`src/rtl/alu_pkg.sv`:
```
// rtl/alu_pkg.sv - shared ALU flag indices, opcodes and result-entry type
package alu_pkg;

    // Bit positions inside the 4-bit flag vector {Cout, Negative, Zero, Overflow}
    localparam int FLAG_COUT = 3;
    localparam int FLAG_NEG  = 2;
    localparam int FLAG_ZERO = 1;
    localparam int FLAG_OVF  = 0;

    // Widest result the entry type can carry; instances use the low WIDTH bits
    localparam int ALU_Y_W = 32;

    typedef enum logic [3:0] {
        ALU_AND  = 4'b0000,
        ALU_OR   = 4'b0001,
        ALU_XOR  = 4'b0010,
        ALU_NOT  = 4'b0011,
        ALU_ADD  = 4'b0100,
        ALU_ADDC = 4'b0101,
        ALU_SUB  = 4'b0110,
        ALU_SUBB = 4'b0111,
        ALU_INC  = 4'b1000,
        ALU_DEC  = 4'b1001,
        ALU_SHL  = 4'b1010,
        ALU_SHR  = 4'b1011,
        ALU_ROL  = 4'b1100,
        ALU_ASR  = 4'b1101
    } alu_op_e;

    typedef struct packed {
        logic [ALU_Y_W-1:0] y;
        logic [3:0]         flags;
        logic [3:0]         sel;
    } alu_entry_t;

endpackage

```
`src/rtl/alu_result_fifo.sv`:
```
// rtl/alu_result_fifo.sv - circular result FIFO with stall counter; optional sticky flags under ALU_RESULT_STICKY_EN
module alu_result_fifo
    import alu_pkg::*;
#(
    parameter int DEPTH = 4,
    parameter int WIDTH = 32
) (
    input  logic                       clk,
    input  logic                       rst,
    input  logic                       in_valid,
    output logic                       in_ready,
    input  logic [WIDTH-1:0]           in_y,
    input  logic [3:0]                 in_flags,
    input  logic [3:0]                 in_sel,
    output logic                       out_valid,
    input  logic                       out_ready,
    output logic [WIDTH-1:0]           out_y,
    output logic [3:0]                 out_flags,
    output logic [3:0]                 out_sel,
    output logic [$clog2(DEPTH):0]     count,
    output logic [7:0]                 stall_cnt
`ifdef ALU_RESULT_STICKY_EN
    ,
    input  logic                       sticky_clr,
    output logic [3:0]                 sticky_flags
`endif
);

    localparam int PW = $clog2(DEPTH);
    localparam int CW = PW + 1;

    generate
        if (!(DEPTH == 2 || DEPTH == 4 || DEPTH == 8) || WIDTH > ALU_Y_W || WIDTH < 1) begin : g_bad_param
            $error("alu_result_fifo: DEPTH must be 2, 4 or 8 and WIDTH within 1..ALU_Y_W");
        end
    endgenerate

    alu_entry_t      mem [DEPTH];
    alu_entry_t      head;
    logic [PW-1:0]   rd_ptr;
    logic [PW-1:0]   wr_ptr;
    logic [PW-1:0]   head_idx;
    logic            push;
    logic            pop;

    function automatic logic [PW-1:0] ptr_inc(input logic [PW-1:0] p);
        return (p == PW'(DEPTH - 1)) ? '0 : p + 1'b1;
    endfunction

    function automatic logic [PW-1:0] ptr_dec(input logic [PW-1:0] p);
        return (p == '0) ? PW'(DEPTH - 1) : p - 1'b1;
    endfunction

    // Ready depends only on occupancy, so a pop while full never frees the slot in the same cycle
    assign in_ready  = (count != CW'(DEPTH));
    assign out_valid = (count != '0);
    assign push      = in_valid && in_ready;
    assign pop       = out_valid && out_ready;

    // When empty the read pointer already sits past the last-read slot, so step back one to keep showing it
    always_comb begin
        head_idx = out_valid ? rd_ptr : ptr_dec(rd_ptr);
        head     = mem[head_idx];
    end

    assign out_y     = head.y[WIDTH-1:0];
    assign out_flags = head.flags;
    assign out_sel   = head.sel;

    // Pointer, occupancy and stall bookkeeping; reset discards any coincident push or pop
    always_ff @(posedge clk or posedge rst) begin
        if (rst) begin
            rd_ptr    <= '0;
            wr_ptr    <= '0;
            count     <= '0;
            stall_cnt <= '0;
        end else begin
            if (push) wr_ptr <= ptr_inc(wr_ptr);
            if (pop)  rd_ptr <= ptr_inc(rd_ptr);
            case ({push, pop})
                2'b10:   count <= count + 1'b1;
                2'b01:   count <= count - 1'b1;
                default: count <= count;
            endcase
            if (in_valid && !in_ready && stall_cnt != 8'hFF)
                stall_cnt <= stall_cnt + 8'd1;
        end
    end

    // Storage is never reset; a write during reset is suppressed so the push is truly discarded
    always_ff @(posedge clk) begin
        if (push && !rst)
            mem[wr_ptr] <= '{y: ALU_Y_W'(in_y), flags: in_flags, sel: in_sel};
    end

`ifdef ALU_RESULT_STICKY_EN
    // Accumulate flags of accepted pushes; a clear alongside a push restarts from that push's flags
    always_ff @(posedge clk or posedge rst) begin
        if (rst)
            sticky_flags <= '0;
        else if (push)
            sticky_flags <= sticky_clr ? in_flags : (sticky_flags | in_flags);
        else if (sticky_clr)
            sticky_flags <= '0;
    end
`endif

endmodule
```
`config.mk`:
```
export PLATFORM = sky130hd
export DESIGN_NAME = alu_result_fifo
export DESIGN_NICKNAME = d
export VERILOG_FILES = /design/src/rtl/alu_pkg.sv /design/src/rtl/alu_result_fifo.sv
export SDC_FILE = /design/constraint.sdc
export NUM_CORES = 1
export LEC_CHECK = 0
export BUFFER_PORTS_ARGS = -buffer_cell sky130_fd_sc_hd__buf_4
export CORE_ASPECT_RATIO = 1.2
export CORE_MARGIN = 1.5
export CORE_UTILIZATION = 30
export DETAILED_ROUTE_END_ITERATION = 8
export SKIP_LAST_GASP = 1
export SLEW_MARGIN = 5
export SYNTH_ARGS = -nofsm -noshare
export SYNTH_HDL_FRONTEND = slang
export SYNTH_SLANG_ARGS = --single-unit
```
`constraint.sdc`:
```
create_clock -name clk -period 6.8 [get_ports clk]
set_input_delay 0.34 -clock clk [delete_from_list [all_inputs] [get_ports clk]]
set_output_delay 0.34 -clock clk [all_outputs]
set_load 0.05 [all_outputs]
```
# == Yosys cells after proc, flatten, opt, wreduce, memory -nomap -nowiden ==
# Memories as Yosys holds them, arrays and structs flattened.
# Index checks and enable logic that the tools add are counted.
# word_totals
mem_count,1
reg_bits,15
ramBits,160
output_inout_bits,53
# memory_table
memory,words,word_bits,rd,rd_ports_with_merged_regs,wr,line_no,rtl
mem,4,40,1,0,1,alu_result_fifo.sv:38,alu_entry_t mem [DEPTH];
# classes
muxes,7
n_eq_ne,6
add_sub_neg,6
n_reduce_logical,10
# ops
op,n
$add 8x1->8 const B,1
$mux 2,4
$ne 8x8->1 const B,1
$eq 2x2->1 const B,3
$pmux 3 s2,1
$logic_and 1x1->1,5
$add 2x1->2 const B,2
$add 3x1->3 const B,1
$ne 3x3->1 const B,1
$reduce_bool 3->1,1
$sub 3x1->3 const B,1
$eq 2x1->1 const B,1
$logic_not 1->1,2
$logic_not 2->1,1
$mux 1,2
$reduce_bool 2->1,1
$sub 2x1->2 const B,1

# == Logic depth before layout (Yosys ltp) ==
# depth
depth_word,5
ltp_mapped,10
ltp_nobuf,10

# == Worst setup path before layout ==
# Ideal clock, no wire load.
# synth_timing
path_kind,flip-flop to flip-flop
start,reg count[0]
end,"mem mem[0][0] (netlist name), enable pin"
stages_incl_launch_ff,5
path_slack_ps,3949
t_arrival_ps,2449
setup_time_ps,401
synth_period_minus_slack_ps,2851
cell_sequence,dfrtp_1 > or3b_2 > nand2_1 > nor2_1 > and2_1
# synth_via
elab_chain_len,5
# synth_lines
element,line_no,rtl
from (decl),alu_result_fifo.sv:20,"output logic [$clog2(DEPTH):0] count,"
from (signal assigned),alu_result_fifo.sv:81,2'b10: count <= count + 1'b1;
from (signal assigned),alu_result_fifo.sv:82,2'b01: count <= count - 1'b1;
from (signal assigned),alu_result_fifo.sv:83,default: count <= count;
$ne 3x3->1,alu_result_fifo.sv:55,assign in_ready = (count != CW'(DEPTH));
named net in_ready,alu_result_fifo.sv:11,"output logic in_ready,"
$logic_and 1x1->1,alu_result_fifo.sv:57,assign push = in_valid && in_ready;
$logic_and 1x1->1,alu_result_fifo.sv:92,if (push && !rst)
$mux 1,alu_result_fifo.sv:92,
$mux 1 (not written as such),alu_result_fifo.sv:93,"mem[wr_ptr] <= '{y: ALU_Y_W'(in_y), flags: in_flags, sel: in_sel};"
to (decl),alu_result_fifo.sv:38,
# The timed path passes the listed nets, and every way through them passes these cells.

# == Worst setup path after layout ==
# layout_timing
start,reg rd_ptr[0]
end,out out_y[9]
# layout_via
elab_chain_len,4
elab_cells_between_ends,5
cone_classes,1 x add/sub; 2 x mux; 1 x reduce/logical; 1 x memory
# layout_lines
element,line_no,rtl
from (decl),alu_result_fifo.sv:40,logic [PW-1:0] rd_ptr;
from (signal assigned),alu_result_fifo.sv:79,if (pop) rd_ptr <= ptr_inc(rd_ptr);
$sub 2x1->2 or $logic_not 2->1 (tied branches),alu_result_fifo.sv:51,return (p == '0) ? PW'(DEPTH - 1) : p - 1'b1;
$mux 2,alu_result_fifo.sv:51,
$mux 2 (*),alu_result_fifo.sv:62,head_idx = out_valid ? rd_ptr : ptr_dec(rd_ptr);
$mem_v2 4x40 (*),n/a,
to (decl),alu_result_fifo.sv:17,"output logic [WIDTH-1:0] out_y,"
# Every way passes the cells marked *; elsewhere a longest branch is shown, timed or not.

==> results by group <==
Status
  – Outcome: finished with violations
  – Failing checks: hold timing

Floorplan
  – Die Area: about 24,000 um^2
  – Top-Level Pins: 97
  – Die width: 141 um
  – Initial Utilization: around 31%
  – Site row count: 60
  – Die Y-Extent: about 170 um
  – Core Area: ~22,000 um^2

Synth
  – Share of flip-flops with an asynchronous set or reset: under 10%
  – Post-synthesis average cell area: 15.9 um^2
  – Synthesized area: between 6000 and 7000 um^2
  – Xor/xnor share of the synthesized area: just over 1%
  – Adder and majority cell fraction of the synthesized area: 1.76%
  – Post-synthesis sequential element count: 175
  – Number of distinct library cells after synthesis: 36
  – Post-synth top flop: edfxtp_1
  – Syn Inst Count: between 400 and 500
  – Post-synthesis mux area share: 1.15%
  – Compound-gate portion of the synthesized area: about 7.2%
  – Syn nets: approximately 480
  – Simple-gate share of the synthesized area: a little over a tenth
  – Sequential area share after synthesis: approximately 76%
  – Largest family of logic cells by synthesized area: simple AND/OR/NAND/NOR gates
  – Post-synth EDFFs: 160
  – Yosys warns: 0

STA
  – Setup_tns: 0 ns
  – Final min period: between 3 and 4 ns
  – Max-slew violation count: 0
  – Worst Hold Slack: -0.00770 ns
  – Setup violators final: 0
  – Worst-Margin Slew: ~1.2 ns
  – Final hold viol count: 15
  – RSZ-0062 raised after global routing: no
  – Max Clk Rate: just under 300 MHz
  – Worst rel slew slack: around 20%
  – Crit share post-route: around half
  – Clk_skew: 0.00955 ns

Critical path
  – Critical Path End Type: output port
  – R2R Path End: mem[0][38]
  – Req. time, crit path: roughly 6.5 ns
  – Critical path arrival: between 3 and 4 ns
  – Setup CP Type: reg2out
  – FF-to-FF Start: count[2]
  – Worst-path fanout max: 40
  – Worst-case reg-to-reg path depth: 4
  – Internal reg-to-reg setup slack: about 4.4 ns
  – Worst setup SP type: flop

CTS
  – CTS H-tree depth: 4
  – Clock Sinks: about 180
  – CTS Hold Bufs: 0
  – CTS buffer count: 17
  – Clk pin slew, worst setup/hold paths: roughly 0.07 ns
  – Gates resized, CTS repair: 0
  – Setup Fix Bufs, Post-CTS: 0
  – Root buffer cell: clkbuf_16
  – TritonCTS clock tree: built
  – CTS Buffer Depth: 2
  – Worst-skew pair later-pin latency: roughly 0.42 ns

Global routing
  – Total gr overflow: 0
  – Largest net degree at the start of global routing: between 40 and 50
  – GRT Total Usage: between 10% and 20%
  – First-pass GRT wire length: 22.6 mm
  – Initial antenna violation count: 0
  – Vias in the first global route: 4,305

Final layout
  – Synthesis-to-layout area growth: 23.8%
  – Layout cells sized above 1: 34.6%
  – Diode count: 0
  – Area of the multi-input gates: 1560 um^2
  – Fillers: around 2.1k
  – Nets: roughly 580
  – Reg area: about 5200 um^2
  – Most common cell after layout, fill and taps aside: edfxtp_1
  – Most frequent cells in the layout: edfxtp_1, buf_4, nor2_1

Hold path
  – Type of the tightest min-delay check: in2async

Routing
  – Drt first pass iters: 4
  – Detailed-route DRC error count: 0
  – Number of DRC markers in iteration 0: approximately 240
  – Vias post-DR: 3,977
  – Avg WL per Cell: about 18 um
  – Post-route antenna net violation count: 0
  – Routed Wire Length: between 10 and 15 mm
  – Via density: just under 5

Place
  – Final HPWL DP: around 8.3 mm
  – Gpl congestion: a little under 0.7
  – Port Buffers: 96

Run
  – Total of max-cap violations: 0
-- cells in the mapped netlist (2+ instances only) --
cell	n	area share, %
edfxtp_1	160	70
nor2_1	44	2.4
a21oi_1	41	3.0
nor3_2	41	6.0
o22ai_1	40	3.7
dfrtp_1	15	5.5
buf_2	12	0.88
inv_1	10	0.55
ha_1	8	1.5
nand2_1	7	0.38
xnor2_1	5	0.64
and2_1	4	0.37
buf_4	4	0.44
clkbuf_1	4	0.22
mux2_2	4	0.66
nand3_1	4	0.29
xor2_1	3	0.38
and3_1	2	0.18
mux2i_1	2	0.29
nand2b_1	2	0.18
nand4_1	2	0.18
nor3_1	2	0.15
o21ai_0	2	0.15
-- metal layers --
layer,up-vias,part of all wire [%],global-route usage (%)
li1,1848,-,-
met1,2025,41,14.5
met2,81,52,22.6
met3,23,5.0,4.10
met4,0,2.1,4.89
met5,-,0,0
-- cell type report --
cell class | count | area share, %
well taps | 279 | 4.12
clock buffers | 17 | 5.03
repair buffers | 101 | 8.96
flip-flops and latches | 175 | 61.2
clock inverters | 15 | 1.76
multi-input cells | 225 | 18.4
inverters | 11 | 0.488
-- worst max path at each step --
stage	to	slack (ns)	from	cells after the start
2_1_floorplan	mem[0][0]	3.95	count[0]	4
3_3_place_gp	out_flags[2]	3.92	rd_ptr[0]	7
3_5_place_dp	out_y[9]	3.82	rd_ptr[0]	7
4_1_cts	out_y[9]	3.35	rd_ptr[0]	7
5_1_grt	out_y[2]	3.15	rd_ptr[0]	7
6_report	out_y[9]	3.41	rd_ptr[0]	7
-- registers in the layout, summed over array words and instances (netlist names) --
signal and flops:
mem 160, stall_cnt 8, count 3, rd_ptr 2
wr_ptr 2
-- logic make-up (layout without fill, tap and decap cells) --
group	after synthesis	count (layout)
mux	7	7
xor+xnor	8	8
flops	175	175
buf+inv	31	144
compound gates	86	86
fa+ha+maj	9	9
simple gates	115	115
-- critical path, stage by stage (launching register included) --
cell	delay (ns)
dfrtp_1	0.49
inv_1	0.12
ha_1	0.19
nand2b_1	0.22
nand3_2	0.84
a21oi_1	0.49
nor3_2	0.08
buf_4	0.19
-- stage by stage --
stage	area (um^2)	std cells	utilization [%]	hold WS, ns	setup WS [ns]
finish	8460	823	37.8	-0.00770	3.41
global route	8460	823	37.8	0.0243	3.15
CTS	8460	823	37.8	0.0000345	3.35
detailed placement	7890	791	35.3	0.454	3.82
global placement	7890	791	35.3	0.440	3.92
floorplan	6840	431	-	0.241	3.95
Power is not shown: default switching activity piles up to over one toggle a cycle in this logic, so the estimate is an artifact.
